**src/rtl/serial_subtractor_16.sv**
```systemverilog
// serial_subtractor_16
//   Multi-cycle ripple-borrow subtractor: diff = in1 - in2 - bin, computed
//   DIGIT bits per clock, LSB first, behind a start/ready/done handshake.
//   Results are registered and held until the next operation completes.
//
// Ports
//   clk    in   clock, rising edge
//   rst    in   synchronous active-high reset
//   start  in   request an operation (accepted only while ready)
//   in1    in   minuend, sampled on the accepting edge
//   in2    in   subtrahend, sampled on the accepting edge
//   bin    in   borrow-in, sampled on the accepting edge
//   ready  out  high in IDLE
//   busy   out  high in RUN
//   done   out  one-cycle pulse when diff/bout/ovf are updated
//   diff   out  (in1 - in2 - bin) mod 2^WIDTH
//   bout   out  borrow out of bit WIDTH-1
//   ovf    out  two's-complement overflow of the signed subtraction
module serial_subtractor_16 #(
  parameter int unsigned WIDTH = 16,
  parameter int unsigned DIGIT = 4
) (
  input  logic             clk,
  input  logic             rst,
  input  logic             start,
  input  logic [WIDTH-1:0] in1,
  input  logic [WIDTH-1:0] in2,
  input  logic             bin,
  output logic             ready,
  output logic             busy,
  output logic             done,
  output logic [WIDTH-1:0] diff,
  output logic             bout,
  output logic             ovf
);

  localparam int unsigned N  = WIDTH / DIGIT;
  localparam int unsigned CW = (N > 1) ? $clog2(N) : 1;

  typedef enum logic [1:0] {
    IDLE = 2'd0,
    RUN  = 2'd1,
    DONE = 2'd2
  } state_t;

  state_t           state_q, state_d;
  logic [CW-1:0]    cnt_q, cnt_d;
  logic [WIDTH-1:0] a_q, a_d;
  logic [WIDTH-1:0] b_q, b_d;
  logic             borrow_q, borrow_d;
  logic [WIDTH-1:0] res_q, res_d;
  // Operand sign bits are kept aside because the operand registers are
  // shifted out during RUN.
  logic             a_msb_q, a_msb_d;
  logic             b_msb_q, b_msb_d;
  logic [WIDTH-1:0] diff_q, diff_d;
  logic             bout_q, bout_d;
  logic             ovf_q, ovf_d;

  logic [DIGIT-1:0] dig_diff;
  logic             dig_borrow;
  logic [WIDTH-1:0] res_next;

  // One DIGIT-wide ripple-borrow slice on the low bits of the operand shifters.
  always_comb begin
    dig_diff   = '0;
    dig_borrow = borrow_q;
    for (int unsigned i = 0; i < DIGIT; i++) begin
      dig_diff[i] = a_q[i] ^ b_q[i] ^ dig_borrow;
      dig_borrow  = (~a_q[i] & b_q[i]) | (~(a_q[i] ^ b_q[i]) & dig_borrow);
    end
    // New digit enters at the top; after N digits digit 0 sits at the LSB.
    res_next = (res_q >> DIGIT) | (WIDTH'(dig_diff) << (WIDTH - DIGIT));
  end

  always_comb begin
    state_d  = state_q;
    cnt_d    = cnt_q;
    a_d      = a_q;
    b_d      = b_q;
    borrow_d = borrow_q;
    res_d    = res_q;
    a_msb_d  = a_msb_q;
    b_msb_d  = b_msb_q;
    diff_d   = diff_q;
    bout_d   = bout_q;
    ovf_d    = ovf_q;
    case (state_q)
      IDLE: begin
        if (start) begin
          a_d      = in1;
          b_d      = in2;
          borrow_d = bin;
          a_msb_d  = in1[WIDTH-1];
          b_msb_d  = in2[WIDTH-1];
          cnt_d    = '0;
          state_d  = RUN;
        end
      end
      RUN: begin
        a_d      = a_q >> DIGIT;
        b_d      = b_q >> DIGIT;
        borrow_d = dig_borrow;
        res_d    = res_next;
        cnt_d    = cnt_q + CW'(1);
        if (cnt_q == CW'(N - 1)) begin
          diff_d  = res_next;
          bout_d  = dig_borrow;
          ovf_d   = (a_msb_q != b_msb_q) && (res_next[WIDTH-1] != a_msb_q);
          cnt_d   = '0;
          state_d = DONE;
        end
      end
      DONE:    state_d = IDLE;
      default: state_d = IDLE;
    endcase
  end

  always_ff @(posedge clk) begin
    if (rst) begin
      state_q  <= IDLE;
      cnt_q    <= '0;
      a_q      <= '0;
      b_q      <= '0;
      borrow_q <= 1'b0;
      res_q    <= '0;
      a_msb_q  <= 1'b0;
      b_msb_q  <= 1'b0;
      diff_q   <= '0;
      bout_q   <= 1'b0;
      ovf_q    <= 1'b0;
    end else begin
      state_q  <= state_d;
      cnt_q    <= cnt_d;
      a_q      <= a_d;
      b_q      <= b_d;
      borrow_q <= borrow_d;
      res_q    <= res_d;
      a_msb_q  <= a_msb_d;
      b_msb_q  <= b_msb_d;
      diff_q   <= diff_d;
      bout_q   <= bout_d;
      ovf_q    <= ovf_d;
    end
  end

  assign ready = (state_q == IDLE);
  assign busy  = (state_q == RUN);
  assign done  = (state_q == DONE);
  assign diff  = diff_q;
  assign bout  = bout_q;
  assign ovf   = ovf_q;

endmodule
```
**config.mk**
```make
export PLATFORM = sky130hd
export DESIGN_NAME = serial_subtractor_16
export DESIGN_NICKNAME = d
export VERILOG_FILES = /design/src/rtl/serial_subtractor_16.sv
export SDC_FILE = /design/constraint.sdc
export NUM_CORES = 1
export LEC_CHECK = 0
export ABC_AREA = 1
export CAP_MARGIN = 20
export CORE_UTILIZATION = 50
export DETAILED_ROUTE_END_ITERATION = 8
export PLACE_DENSITY = 0.79
export SYNTH_ARGS = -nofsm -noshare
export SYNTH_HDL_FRONTEND = slang
export SYNTH_SLANG_ARGS = --single-unit
```
**constraint.sdc**
```tcl
create_clock -name clk -period 7.2 [get_ports clk]
set_clock_uncertainty 0.1 [all_clocks]
set_input_delay 2.16 -clock clk [delete_from_list [all_inputs] [get_ports clk]]
set_output_delay 2.16 -clock clk [all_outputs]
set_load 0.05 [all_outputs]
```
== Word level (Yosys, flattened, before mapping) ==
Cells that the tools add are included.

* Memories kept: 0
* Logic and storage cells: 67
* Memory bits (read-only): 0
* Bits in writable memories: 0
* Bits of input ports: 36
* Output and inout bits: 21
* Latch bits: 0
* Flip-flop bits (word level): 73

* Magnitude comparators: 0
* Reduce and logical (&&, ||, !) cells: 7
* Bitwise operators: 29
* Div/mod/pow operators: 0
* Add/sub/neg operators: 1
* Shift operators: 0
* Equality and inequality tests: 7
* Muxes and demuxes: 12
* $mul: 0

{| class="wikitable"
|+ Operator list
! operator !! count
|-
| case mux 16 bit (2 select lines) || 2
|-
| two-way mux 16 bit || 2
|-
| bitwise OR 12 x 16 -> 16 bit || 1
|-
| AND 1 bit || 8
|-
| two-way mux 2 bit || 4
|-
| NOT 1 bit || 8
|-
| case mux 2 bit (2 select lines) || 2
|-
| AND reduction 2 bit || 4
|-
| XOR 1 bit || 8
|-
| == test 2 bit (second input constant) || 2
|-
| bitwise OR 1 bit || 4
|-
| adder 2 x 1 -> 2 bit (second input constant) || 1
|-
| == test 2 x 1 -> 1 bit (second input constant) || 1
|-
| logical NOT 2 bit || 1
|-
| inequality test 1 bit || 2
|-
| inequality test 2 x 1 -> 1 bit (second input constant) || 1
|-
| inequality test 2 bit (second input constant) || 1
|-
| case mux 1 bit (2 select lines) || 1
|-
| nonzero test 2 bit || 1
|-
| logical AND 1 bit || 1
|-
| two-way mux 1 bit || 1
|}

== Depth between registers and ports, before layout ==
* Depth in word-level cells: 12
* Depth in mapped cells: 12

== Least setup slack after synthesis ==
Ideal clock, no wire load.

* Path type: register -> output
* From: register state_q[0]
* To: output port ready
* Data required time: 4940 ps
* Buffers on the path: 0
* Stages on the path, launching flop included: 2
* Setup slack: 3874 ps
* Data arrival time: 1066 ps
* Path through: dfxtp_1 -> nor2_1

* Word-level cells in the longest chain between the ends: 1

{| class="wikitable"
|+ Ends and longest elaborated chain
! element !! RTL line !! RTL
|-
| start: declaration || 46 || <nowiki>state_t state_q, state_d;</nowiki>
|-
| start signal: assignment || 133 || <nowiki>state_q <= state_d;</nowiki>
|-
| logical NOT 2 bit || 147 || <nowiki>assign ready = (state_q == IDLE);</nowiki>
|-
| end: declaration || 29 || <nowiki>output logic ready,</nowiki>
|}

Every way passes these cells.

== Worst setup path after layout ==
* From: register state_q[0]
* To: output port busy

* Word-level cells in the longest chain between the ends: 1

{| class="wikitable"
|+ Ends and longest elaborated chain
! element !! RTL line !! RTL
|-
| == test 2 x 1 -> 1 bit || 148 || <nowiki>assign busy = (state_q == RUN);</nowiki>
|-
| end: declaration || 30 || <nowiki>output logic busy,</nowiki>
|}

Every way passes these cells.

==> flow_summary.ini <==
[pwr]
share_comb_of_total_power = 0.155
power_density_mw_per_mm2 = 231
clkPwrFrac = 0.357
peakVddDrop_mv = 0.107
intPower_w = 0.000618
netSwitchingPower_w = 0.000235
pwr-share-seq = 0.488
p_leak_nw = 1.59
swShare = 0.276

[clock_network]
ctsResizeCount = 0
post_cts_buffers = 0
clk_pin_slew_ps = 70
cts_tree = built
cts_buffers = 9
clk-insertion-delay-late_ps = 350
htree_levels = 3
clock-sinks = 69
hold_buffers = 0
clockBufferDepth = 2
cts-root-buf = clkbuf_8

[timing]
fin_crit_sh = 0.600
fmax_mhz = 231
finalSetupTns_ps = 0
slew_headroom = 0.317
final-setup-viol-count = 0
slew_viol_final = 0
rsz0062_at_grt = false
worst-slew-pin-transition_ps = 1020
hold_viol = 0
period_needed_ps = 4320

[routing]
wl_per_cell_um = 11.1
firstDrtPassIters = 4
drtAntennaViolNets = 0
vias = 2627
wl_mm = 6.12
drcViolationCount = 0
viasPerCell = 4.78
drtIter0Drc = 118

[worst_setup_path]
critPathLaunchType = register
worst-path-buf-inv = 3
worstSetupPathType = register to primary output
r2r_end = ovf
path_cells = inv_1, nor2_1, buf_4, clkdlybuf4s50_1
cp.arrival_ps = 2060
cpLargestDelayFamily = buffers and inverters
end_kind = primary output
critPathRequiredTime_ps = 4940
rr_worst_depth = 12
crit_path_max_incr_delay_ps = 850
regToRegSetupSlack_ps = 4750
crit_slowest_cell = clkdlybuf4s50_1
setup.worst_path.start = state_q[0]
critPathCapture = busy
crit_fanout = 21
path_depth = 4
r2r-start = b_q[0]

[place]
finalWeightedCongestion = 0.775
hpwl_mm = 4.12
port_buffers = 56
place_area_mm2 = 0.00350

[synthesis]
syn_nets = 467
synth-main-ff-cell = dfxtp_1
ys_ff_latch = 69
synth_cells = 426
syn_avg_cell_area_um2 = 6.92
synthTopCellsByArea = dfxtp_1 (47%), nand2_1 (18%), nor2_1 (8.9%)
ys_seq_area_frac = 0.469
synth_top_cells_by_count = nand2_1 (141), nor2_1 (70), dfxtp_1 (69), inv_1 (39), a21oi_1 (30)
ys_warn_count = 0
netlist_area_mm2 = 0.00295
async_flop_share = 0
yosysTopAreaCellShare = 0.469
yosys.area.top_type = dfxtp_1
synth.most_common_cell = nand2_1
ys_types = 21
synth_edf_count = 0

[die]
fp.dieW_um = 78.8
dieArea_mm2 = 0.00621
start_util = 0.526
coreArea_mm2 = 0.00561
die_h_um = 78.8
rows = 27
ioPinCount = 57

[finish]
antenna_cells = 0
drive_gt1_frac = 0.0481
n_fill_cell = 519
area_growth_pct = 25.1
layout.nets = 514
design_area_mm2 = 0.00369

[grt]
antenna_found_initial = 0
grt_pass1_vias = 2340
gr-total-overflow = 0
grt_max_degree = 60
grt.total_usage = 0.217
grt_pass1_wl_mm = 10.3

[run]
maxCapViolations = 0

[min_path]
hp-class = register to register

[status]
status = completed
==> worst reg2reg max path, stage by stage (launching register included) <==
cell	delay, ps
dfxtp_1	310
inv_1	90
fa_1	170
inv_1	50
fa_1	370
fa_1	370
inv_1	70
fa_1	490
nor2_1	140
nand2_1	50
nand3_1	80
nand2_1	60
inv_1	50
==> per-stage QoR <==
step	std cells	setup slack, ps	util	total power, W	hold slack [ps]
finish	550	2880	0.658	0.000853	363
global placement	534	2760	0.624	0.000552	348
detailed placement	534	2680	0.624	0.000557	356
floorplan	426	3870	-	0.000515	336
global route	550	2760	0.658	0.000891	387
CTS	550	2860	0.658	0.000857	368
==> layout make-up <==
| class | instances | area [um2] | area share |
|---|---|---|---|
| clock buffers | 9 | 124 | 0.0336 |
| clock inverters | 7 | 66.3 | 0.0180 |
| inverters | 42 | 158 | 0.0428 |
| multi-input cells | 291 | 1280 | 0.346 |
| flip-flops and latches | 69 | 1380 | 0.375 |
| well taps | 72 | 90.1 | 0.0244 |
| repair buffers | 60 | 591 | 0.160 |
==> per-layer routing <==
metal	wire length, um	track usage	share of wire	vias up
met5	0	0	0	-
met4	187	0.126	0.031	0
met1	2830	0.258	0.46	1149
met3	227	0.0425	0.037	19
met2	2870	0.363	0.47	69
li1	-	-	-	1390
==> placed cells by master, fill, tap and decap left out <==
cell type        synthesis  final
nand2_1                141    141
buf_4                    4      4
dfxtp_1                 69     69
o21ai_4                  0      1
clkinv_2                 0      4
or2_0                    1      1
a21oi_1                 30     30
clkbuf_8                 0      9
fa_1                     4      4
o21ai_1                 16     16
clkinv_4                 0      1
bufinv_16                0      1
clkinvlp_4               0      1
nand3_1                  8      8
clkinv_1                 1      1
inv_1                   39     39
inv_2                    2      2
clkdlybuf4s50_1          0     56
nand3b_1                 1      1
o21a_1                   1      1
ha_1                     1      1
o21ai_0                 17     17
nor2_1                  70     70
==> sequential cells by signal (all words and copies together) (netlist names) <==
signal / cells
a_msb_q: 1
ovf: 1
cnt_q: 2
b_msb_q: 1
b_q: 16
state_q: 2
a_q: 16
diff: 16
res_q: 12
bout: 1
borrow_q: 1
==> power groups by stage <==
stage	sequential [W]	combinational [W]	clock, W
3_5_place_dp	0.000425	0.000132	0
3_3_place_gp	0.000424	0.000128	0
5_1_grt	0.000419	0.000151	0.000321
6_report	0.000416	0.000132	0.000304
2_1_floorplan	0.000422	0.0000929	0
4_1_cts	0.000416	0.000133	0.000308
==> worst min path at each step <==
stage                     startpoint        end  cells past startpoint
after CTS                    diff[1]    diff[1]                      2
final                       res_q[7]    diff[3]                      2
after global routing         diff[9]    diff[9]                      2
after detailed placement    res_q[5]    diff[1]                      2
after floorplan            res_q[10]  res_q[10]                      2
after global placement      res_q[4]    diff[0]                      2
==> cells by family (layout without fill, tap and decap cells) <==
family | after synthesis | after routing | synth area share
and+or+nand+nor | 221 | 221 | 0.287
DFF | 69 | 69 | 0.469
buffers and inverters | 66 | 118 | 0.101
AOI/OAI and AO/OA | 65 | 65 | 0.112
adders and majority gates | 5 | 5 | 0.0314
Note: power is estimated with default switching activity, not from simulation.
